[src/rtl/tl_arb_pkg.sv]
// Shared definitions for the transaction-layer virtual-channel arbiter.
package tl_arb_pkg;

  localparam int unsigned DEF_N_SRC  = 4;
  localparam int unsigned DEF_DATA_W = 10;

  typedef enum logic [1:0] {
    ARB_IDLE  = 2'b00,
    ARB_RUN   = 2'b01,
    ARB_DRAIN = 2'b10
  } arb_state_e;

endpackage

[src/rtl/tl_vc_rr_arbiter_rr_pick.sv]
// Combinational round-robin picker: first requester after ptr, wrapping modulo N_SRC.
module rr_pick #(
  parameter int unsigned N_SRC = 4,
  parameter int unsigned IDX_W = 2
) (
  input  logic [N_SRC-1:0] req,
  input  logic [IDX_W-1:0] ptr,
  output logic [N_SRC-1:0] gnt,
  output logic [IDX_W-1:0] gnt_idx,
  output logic             any
);

  logic [IDX_W-1:0] cand;

  // Scan ptr+1, ptr+2, ... ptr+N_SRC; index arithmetic wraps because N_SRC is a power of 2
  always_comb begin
    gnt     = '0;
    gnt_idx = '0;
    any     = 1'b0;
    cand    = '0;
    for (int unsigned k = 1; k <= N_SRC; k++) begin
      cand = ptr + IDX_W'(k);
      if (!any && req[cand]) begin
        any     = 1'b1;
        gnt_idx = cand;
      end
    end
    gnt = N_SRC'(any) << gnt_idx;
  end

endmodule

[src/rtl/tl_vc_rr_arbiter.sv]
// Round-robin arbiter moving words from N_SRC source FIFOs into one destination FIFO.
module tl_vc_rr_arbiter
  import tl_arb_pkg::*;
#(
  parameter int unsigned N_SRC  = DEF_N_SRC,
  parameter int unsigned DATA_W = DEF_DATA_W,
  parameter int unsigned IDX_W  = $clog2(N_SRC)
) (
  input  logic                    clk,
  input  logic                    reset,
  input  logic                    enable,
  input  logic [N_SRC-1:0]        src_empty,
  input  logic [N_SRC*DATA_W-1:0] src_data,
  output logic [N_SRC-1:0]        src_pop,
  input  logic                    dst_almost_full,
  output logic                    dst_push,
  output logic [DATA_W-1:0]       dst_data,
  output logic [IDX_W-1:0]        grant_idx,
  output logic                    busy
);

  arb_state_e        state;
  arb_state_e        state_nxt;
  logic [IDX_W-1:0]  rr_ptr;
  logic [N_SRC-1:0]  last_pop;
  logic              issue;

  // Stage 1: pop issued last cycle, source read data becomes valid now
  logic              s1_valid;
  logic [IDX_W-1:0]  s1_idx;
  logic [DATA_W-1:0] s1_word;

  // Stage 2: word presented to the destination FIFO
  logic              s2_valid;
  logic [DATA_W-1:0] s2_data;

  logic [N_SRC-1:0]  req;
  logic [N_SRC-1:0]  pick_gnt;
  logic [IDX_W-1:0]  pick_idx;
  logic              pick_any;

  // A source popped last cycle still shows a stale empty flag, so it sits out one cycle
  assign req = ~src_empty & ~last_pop;

  rr_pick #(
    .N_SRC (N_SRC),
    .IDX_W (IDX_W)
  ) u_pick (
    .req     (req),
    .ptr     (rr_ptr),
    .gnt     (pick_gnt),
    .gnt_idx (pick_idx),
    .any     (pick_any)
  );

  // FSM state register
  always_ff @(posedge clk or posedge reset) begin
    if (reset) state <= ARB_IDLE;
    else       state <= state_nxt;
  end

  // Next-state and pop issue; enable and almost_full both gate this cycle's decision
  always_comb begin
    state_nxt = state;
    issue     = 1'b0;
    src_pop   = '0;
    grant_idx = '0;
    case (state)
      ARB_IDLE: begin
        if (enable) state_nxt = ARB_RUN;
      end
      ARB_RUN: begin
        if (!enable) begin
          state_nxt = ARB_DRAIN;
        end else if (!dst_almost_full && pick_any) begin
          issue     = 1'b1;
          src_pop   = pick_gnt;
          grant_idx = pick_idx;
        end
      end
      ARB_DRAIN: begin
        // Only stage 1 can hold a word that still needs a future push cycle
        if (enable)        state_nxt = ARB_RUN;
        else if (!s1_valid) state_nxt = ARB_IDLE;
      end
      default: state_nxt = ARB_IDLE;
    endcase
  end

  // Round-robin pointer and previous-pop mask
  always_ff @(posedge clk or posedge reset) begin
    if (reset) begin
      rr_ptr   <= IDX_W'(N_SRC - 1);
      last_pop <= '0;
    end else begin
      if (issue) rr_ptr <= pick_idx;
      last_pop <= src_pop;
    end
  end

  assign s1_word = src_data[s1_idx*DATA_W +: DATA_W];

  // Two-stage valid/index/data pipeline from pop to destination push
  always_ff @(posedge clk or posedge reset) begin
    if (reset) begin
      s1_valid <= 1'b0;
      s1_idx   <= '0;
      s2_valid <= 1'b0;
      s2_data  <= '0;
    end else begin
      s1_valid <= issue;
      if (issue) s1_idx <= pick_idx;
      s2_valid <= s1_valid;
      if (s1_valid) s2_data <= s1_word;
    end
  end

  assign dst_push = s2_valid;
  assign dst_data = s2_data;
  assign busy     = (state != ARB_IDLE) | s1_valid | s2_valid;

endmodule

[config.mk]
export PLATFORM = sky130hd
export DESIGN_NAME = tl_vc_rr_arbiter
export DESIGN_NICKNAME = d
export VERILOG_FILES = /design/src/rtl/tl_arb_pkg.sv /design/src/rtl/tl_vc_rr_arbiter_rr_pick.sv /design/src/rtl/tl_vc_rr_arbiter.sv
export SDC_FILE = /design/constraint.sdc
export NUM_CORES = 1
export LEC_CHECK = 0
export ABC_AREA = 1
export ABC_CLOCK_PERIOD_IN_PS = 2390
export CAP_MARGIN = 10
export CORE_ASPECT_RATIO = 0.7
export CORE_MARGIN = 5
export CORE_UTILIZATION = 41
export CTS_CLUSTER_SIZE = 25
export DETAILED_ROUTE_END_ITERATION = 12
export PLACE_DENSITY = 0.88
export SLEW_MARGIN = 15
export SYNTH_ARGS = -nofsm -noshare
export SYNTH_HDL_FRONTEND = slang
export SYNTH_SLANG_ARGS = --single-unit
[constraint.sdc]
create_clock -name clk -period 2.39 [get_ports clk]
set_input_delay 0.5975 -clock clk [delete_from_list [all_inputs] [get_ports clk]]
set_output_delay 0.5975 -clock clk [all_outputs]
set_load 0.005 [all_outputs]
==> metrics.md, run 1 <==
| Metric | Value |
|---|---|
| Synth unique cells | 24 |
| Layout cells sized above 1 | 0.3523 |
| Largest cells by area after synthesis | dfrtp_1 36%, nor2_1 17%, nand2_1 9.9% |
| PnR worst setup slack | -0.4556 ns |
| Critical path, cell by cell | buf_12 > inv_12 > nand2_8 > nand3_4 > nand2_4 > buf_4 > nand3_2 > nand2_4 > nand2_4 > nor2_2 > buf_2 |
| GPL Wtd Cong | 0.9255 |
| Critical path class | reg2out |
| Core Footprint | 3212 µm² |
| Leakage | between 1 and 1.5 nW |
| Starting density of the core | 0.4359 |
| Clock Tree Buf Depth | 2 |
| Maximum vdd drop | just under 0.0009 V |
| Synth Net Count | 251 |
| Startpoint types | flop |
| Worst hold start | dst_data[6] |
| Top Ports | 66 |
| P&R area growth vs syn | 96.51% |
| Final #Nets | about 350 |
| Overall Global Routing Usage | 0.2455 |
| DP HPWL | 3.565 mm |
| PwrDens | 1227 nW/µm² |
| # rows | 17 |
| Drt wl/cell | 21.01 µm |
| Post-synthesis instance total | approximately 200 |
| RSZ-0062 raised after global routing | yes |
| Seq/Total Area, Yosys | 0.3950 |
| Area of the multi-input gates | 1099 µm² |
| Critical Path Fanout Max | 8 |
| CTS tree | built |
| Die Span Y | 58.89 µm |
| Avg Vias per Cell | 5.699 |
| Failing checks | setup timing |
| Residual DRC count | 0 |
| Initial antenna violation count | 0 |
| Post-synth top area share | 0.3575 |
| Reg area | 553.0 µm² |
| Setup violations, final | 6 |
| Cts hold-fix bufs | 0 |
| Global-route wire length before repair | 8.694 mm |
| CTS Buf Count | 3 |
| Status | finished with violations |
| # diodes | 0 |
| FMAX | between 0.3 and 0.4 GHz |
| Yosys warning count | 0 |
| Die width | 79.85 µm |
| Routed WL | about 7.3 mm |
| Clock Latency Late Sink | around 0.28 ns |
| Fillcell total | 147 |
| Full die area | 4702 µm² |
| Critical Path End Type | primary output |
| FF-to-FF Start | rr_ptr[0] |
| Post-layout util | 0.8566 |
| Largest net degree at the start of global routing | 23 |
| Maxcap violations | 0 |
| Mapped Avg Cell Area | just under 7 µm² |
| Root Driver | clkbuf_8 |
| Crit path launch | rr_ptr[0] |
| Post-route clock skew | 0.01073 ns |
| #FFs+latches synth | 22 |
| Final Max Slew Viols | 0 |
| Vias in the first global route | 1745 |
| Clock sinks | 22 |
| Min Tclk post-route | roughly 2.8 ns |
| Crit path DAT | 2.25 ns |
| Routed vias | 1966 |
| Area of the mapped netlist | about 1400 µm² |
| Crit-path max cell delay | 0.65 ns |
| Fin. Hold Viols | 0 |
| DR pass1 iterations | 5 |
| Worst slew pin tran | 0.5892 ns |
| Port-buffer cells | 65 |
| Yosys top cell by area | dfrtp_1 |
| Slowest cell on the critical path | dfstp_2 |
| Power Total | 3.375 mW |
| Worst Hold Class | reg2reg |
| Worst rel slew slack | 0.6068 |
| Crit-path most repeated cell | nand2_4 |
| WP data required | 1.79 ns |
| GRT overflow | 0 |
| Initial drt markers | approximately 180 |
| Tcrit/Tclk final | 1.191 |
| Clock edge transition at the registers on the reported setup and hold paths | 0.07 ns |
| H-tree depth | 1 |
| Antenna Violating Nets Remaining | 0 |
-- power breakdown --
| group | switching (mW) | total [mW] | internal [mW] |
|---|---|---|---|
| sequential | 0.143 | 0.650 | 0.507 |
| combinational | 1.41 | 2.48 | 1.07 |
| clock | 0.128 | 0.247 | 0.120 |
-- registers in the layout (all words and copies together), names as in the netlist --
| register | count |
|---|---|
| state | 2 |
| last_pop | 4 |
| s1_valid | 1 |
| dst_data | 10 |
| s1_idx | 2 |
| rr_ptr | 2 |
| dst_push | 1 |
-- layout make-up --
| type | count | share of cell area |
|---|---|---|
| clock buffers | 4 | 0.01637 |
| inverters | 11 | 0.02046 |
| multi-input cells | 162 | 0.3993 |
| flip-flops and latches | 22 | 0.2010 |
| well taps | 47 | 0.02137 |
| repair buffers | 99 | 0.3415 |
-- worst paths after layout --
kind                       slack, ns  depth (start not counted)           to
min in group asynchronous       0.65                          3  dst_data[5]
min reg2reg                     0.54                          2  dst_data[6]
max                            -0.46                         11   src_pop[0]
min                             0.54                          2  dst_data[6]
max reg2reg                     0.27                         14  last_pop[0]
max in group asynchronous       1.45                          3    rr_ptr[0]
-- cells in the mapped netlist (all sizes together) --
library cell	n
or4	1
o21ai	24
a21oi	2
inv	9
nand4	3
clkinv	2
dfstp	2
buf	3
nand3	10
clkbuf	5
a31oi	10
nand2	45
a211oi	1
nor2	64
a21boi	1
nor4	1
dfrtp	20
-- cells in the final DEF, fill, tap and decap left out, types with 4 or more instances in the layout --
cell and n:
inv_1 5, buf_2 5, nor2_4 9, buf_4 25, a31oi_1 10, buf_6 7, nand3_4 7, dlygate4sd2_1 4
nand2_1 14, nand2_4 13, dfrtp_1 20, nand2_8 5, nor2_1 52, clkdlybuf4s50_1 54, o21ai_0 24, nand2_2 13
-- cells by family after synthesis --
kind of cell / share of synthesized area
DFF: 0.3950
and+or+nand+nor: 0.3950
AOI/OAI and AO/OA: 0.1484
buffers and inverters: 0.06167
-- through the flow --
stage	setup TNS (ns)	setup WS, ns	hold WS, ns	instance area (µm²)	cells
final	-2.295	-0.4556	0.5372	2751	345
after global routing	-2.730	-0.4960	0.5785	2751	345
after CTS	-1.666	-0.2991	0.5380	2480	337
after detailed placement	-4.614	-0.8730	0.5276	2217	325
after global placement	-4.309	-0.8109	0.5279	2217	325
after floorplan	0	0.3063	0.4030	1400	203
-- what timing repair did --
item,in CTS,in global routing
gates resized for setup,82,38
endpoints found under the setup margin,6,7
pin swaps,38,13
setup buffers,9,8
-- worst max-delay path: cells and delay by family, from the launching register on --
kind / cells / cell delay, ns
buffers and inverters: 4 / 0.48
flip-flops: 1 / 0.65
AND/OR/NAND/NOR: 7 / 0.83
-- per-layer routing --
layer  GRT usage  up-vias  share of wire
met3     0.05657       55          0.087
li1            -      857              -
met5           0        -              0
met4      0.1277        0          0.081
met1      0.2899      908           0.36
met2      0.4209      146           0.47
(Power assumes the default switching activity.)
==> inputs of run 2 (changes only) <==
- GPL_TIMING_DRIVEN: not set -> 1
==> results of run 2 <==
Same layout as run 1: the final DEF is identical, and so are final timing and power.
==> inputs of run 3 (changes only) <==
- CTS_CLUSTER_SIZE: 25 -> 24
==> results of run 3 <==
Same layout as run 1: the final DEF is identical, and so are final timing and power.
==> patch 1 (settings of run 3) <==
Encoding of `arb_state_e`: now one-hot (3 bits for 3 states).
--- a/src/rtl/tl_arb_pkg.sv
+++ b/src/rtl/tl_arb_pkg.sv
@@ -4,10 +4,10 @@
   localparam int unsigned DEF_N_SRC  = 4;
   localparam int unsigned DEF_DATA_W = 10;
 
-  typedef enum logic [1:0] {
-    ARB_IDLE  = 2'b00,
-    ARB_RUN   = 2'b01,
-    ARB_DRAIN = 2'b10
+  typedef enum logic [2:0] {
+    ARB_IDLE  = 3'b001,
+    ARB_RUN   = 3'b010,
+    ARB_DRAIN = 3'b100
   } arb_state_e;
 
 endpackage
Behaviour: same outputs for any inputs over 10 cycles, from zero or initial values and one cycle with reset high; not proved beyond that.
==> patch 1 against run 3 <==
- the flow still finishes with violations (negative setup slack)
- register-to-register slack better by 170 ps
- routed wire length fell by 30%
- sequential cell count up 1
- synthesized area grew 3.8%
- critical path type unchanged
- sequential share of layout area up 2.6 points
- design area decreased by 7.3%
- sequential power rose by 3%
- total power down 13%
- fmax grew 5.3%
- clock skew down 3.3 ps
- cell count grew 0.58%
- setup slack better by 140 ps
==> patch 1: results (changes against run 3) <==
[outcome]
outcome=complete, but fails checks
violations=negative setup slack

[global_routing]
grt_pass1_vias=1606  ; -8.0%
grt_util_met1=0.236  ; -0.0542
use_met2=0.347  ; -0.0736
antenna_found_initial=0  ; unchanged
grt_pass1_wl_um=7290  ; -16%
globalRouteMet3Util=0.0497  ; -0.00688
grt_max_degree=24  ; +4.3%
grt_use_total=0.197  ; -0.0487

[route]
wl_met2_um=2500  ; -27%
drt-met1-wl_um=2080  ; -20%
via_per_inst=5.04  ; -12%
initialDrtViolationCount=101  ; -42%
dr.pass1.iters=5  ; unchanged
dr_wl_met3_um=307  ; -51%
wl_um=5090  ; -30%

[synthesis]
async_flop_share=1.00  ; unchanged
synth_cell_types=23  ; -4.2%
yosys-top-cells-area=dfrtp_1, nor2_1, nand2_1, o21ai_0, dfstp_2
syn-num-nets=262  ; +4.4%
seq_area_frac_synth=0.399  ; +0.00380
yosys-top-cells-count=nor2_1, nand2_1, o21ai_0, dfrtp_1, inv_1
synth_area_per_cell_um2=6.79  ; -1.6%
ys_warn_count=0  ; unchanged

[timing]
fin_ws_ps=-314  ; +142 ps
final-setup-viol-count=6  ; unchanged
fin_tns_setup_ps=-1550  ; +746 ps
fin_skew_ps=7.42  ; -3.31 ps
maxSlewHeadroom=0.679  ; +0.0726

[placement]
numPortBuffers=65  ; unchanged
place_hpwl_um=3230  ; -9.4%
dp_cells=335  ; +3.1%
place_area_mm2=0.00224  ; +0.90%
pre_cts_slack_ps=-749  ; +124 ps
gp_congestion=0.840  ; -9.2%

[finish]
drive_above_1_share=0.323  ; -0.0291
final_cells=347  ; +0.58%
num-fill-cells=263  ; +79%

[clocking]
cts_buffer_depth=2  ; unchanged
clkLatencyLatePin_ps=270
path_clk_slew_ps=80

[power]
p_leak_uw=0.00117  ; -4.6%
peakVddDrop_mv=0.580  ; -34%

[setup_path]
crit_path_max_incr_delay_ps=630  ; -20 ps
cp.arrival_ps=2110  ; -140 ps
worstPathMaxFanout=6  ; -2

[min_path]
holdCritPathClass=flop to flop

## patch 1: cells by family (layout without fill, tap and decap cells)
| group | Yosys count | count (layout) | share of synthesized area |
|---|---|---|---|
| AOI/OAI and AO/OA | 41 | 41 | 0.159 |
| buffers and inverters | 30 | 113 | 0.0844 |
| DFF | 23 | 23 | 0.399 |
| and+or+nand+nor | 120 | 120 | 0.357 |
## patch 1: where the power goes
part	total (uW)	switching, uW	internal (uW)
Clock	241	122	119
Combinational	2030	1150	872
Sequential	669	123	545
Total	2940	1400	1540
## patch 1: repair_timing
item	CTS	global route
pin swaps	28	19
resized for setup	64	32
hold buffers	0	0
endpoints found under the setup margin	6	7
buffers inserted	4	4
## patch 1: worst register-to-register path: cells and delay by family (launching register included)
| family | cells | cell delay (ps) |
|---|---|---|
| AND/OR/NAND/NOR | 9 | 700 |
| flip-flops | 1 | 630 |
| buffers and inverters | 6 | 520 |
## patch 1: final timing paths
path | depth (start not counted) | startpoint | end | slack (ps)
max reg2reg | 15 | rr_ptr[0] | s1_idx[0] | 440
max | 13 | rr_ptr[0] | src_pop[3] | -310
min in group asynchronous | 3 | reset | dst_data[7] | 680
max in group asynchronous | 3 | reset | state[0] | 1430
min reg2reg | 2 | dst_data[8] | dst_data[8] | 540
min | 2 | dst_data[8] | dst_data[8] | 540
## patch 1: cell type report
| type | instances | area (um^2) | share of cell area |
|---|---|---|---|
| multi-input cells | 161 | 985 | 0.386 |
| repair buffers | 88 | 795 | 0.312 |
| well taps | 50 | 62.6 | 0.0245 |
| clock buffers | 4 | 45.0 | 0.0177 |
| inverters | 21 | 83.8 | 0.0329 |
| flip-flops and latches | 23 | 579 | 0.227 |
==> patch 2 (settings of run 3) <==
Made on the original files. Set the package constant `DEF_N_SRC` to 16 (it was 4).
--- a/src/rtl/tl_arb_pkg.sv
+++ b/src/rtl/tl_arb_pkg.sv
@@ -1,7 +1,7 @@
 // Shared definitions for the transaction-layer virtual-channel arbiter.
 package tl_arb_pkg;
 
-  localparam int unsigned DEF_N_SRC  = 4;
+  localparam int unsigned DEF_N_SRC  = 16;
   localparam int unsigned DEF_DATA_W = 10;
 
   typedef enum logic [1:0] {
Interface: changed (resized grant_idx, src_data, src_empty and src_pop); port bits go from 66 to 212. The function was not compared with the original's and may differ.
==> patch 2 against run 3 <==
- the run now fails in global routing (5_1_grt)
- synthesized area rose to 3.2 times the old value
- synthesized cell count rose to 3.8 times the old value
==> patch 2: results (changes against run 3) <==
[synthesis]
ys_warn_count=0  ; unchanged
synth_compound_area_frac=0.224  ; +0.0753
yosys-top-cells-area=dfrtp_1, nor2_1, nand2_1, nand3_1, o21ai_0
yosys-top-cells-count=nor2_1, nand2_1, nand3_1, o21ai_0, inv_1
async_flop_share=1.00  ; unchanged
syn-num-nets=963  ; +280%
seq_area_frac_synth=0.214  ; -0.181
synth_largest_area_cell=dfrtp_1
synth-adder-area-share=0.0196  ; +0.0196
synth_xor_area_frac=0.0151  ; +0.0151
ys.flop_type=dfrtp_1
synth_cell_types=39  ; +63%
synthMuxAreaShare=0  ; unchanged

[global_routing]
grt_use_total=0.768
grt_max_degree=81
antenna_found_initial=9
overflow=30

[clocking]
cts_max_level=2  ; +1
clock_sinks=38  ; +73%
cts_buffer_depth=2  ; unchanged
root_buffer=clkbuf_16
cts_buffers=5  ; +2

[placement]
gp_congestion=1.02  ; +10%
place_hpwl_um=17300  ; +390%
numPortBuffers=211  ; +220%

[timing]
worst_endpoint=src_pop[12]
worst_endpoint_kind=output port

[outcome]
tool.error=[ERROR GRT-0232] Routing congestion too high. Check the congestion heatmap in the GUI.
haltStage=global routing (5_1_grt)
outcome=aborted with a tool error

[patch 2: kinds of logic after synthesis]
| logic type | count (synthesis) |
|---|---|
| xor+xnor | 6 |
| buf+inv | 100 |
| compound gates | 168 |
| flops | 38 |
| fa+ha+maj | 7 |
| simple gates | 457 |
[patch 2: what timing repair did]
action | CTS
setup endpoints to repair | 46
hold buffers | 0
gates resized for setup | 234
pin swaps | 49
buffers inserted | 73
[patch 2: per-layer routing]
| metal | GRT usage | overflow |
|---|---|---|
| met5 | 0.421 | 0 |
| met1 | 0.765 | 1 |
| met2 | 0.892 | 16 |
| met4 | 0.710 | 12 |
| met3 | 0.686 | 1 |
[patch 2: metrics by stage]
| step | setup TNS, ps | std cells | instance area (um^2) | utilization | worst slack [ps] |
|---|---|---|---|---|---|
| global placement | -78850 | 1187 | 7630 | 0.726 | -2390 |
| detailed placement | -81050 | 1187 | 7630 | 0.726 | -2420 |
| CTS | -68690 | 1263 | 8890 | 0.845 | -2100 |
| floorplan | -58050 | 776 | 4810 | - | -1610 |
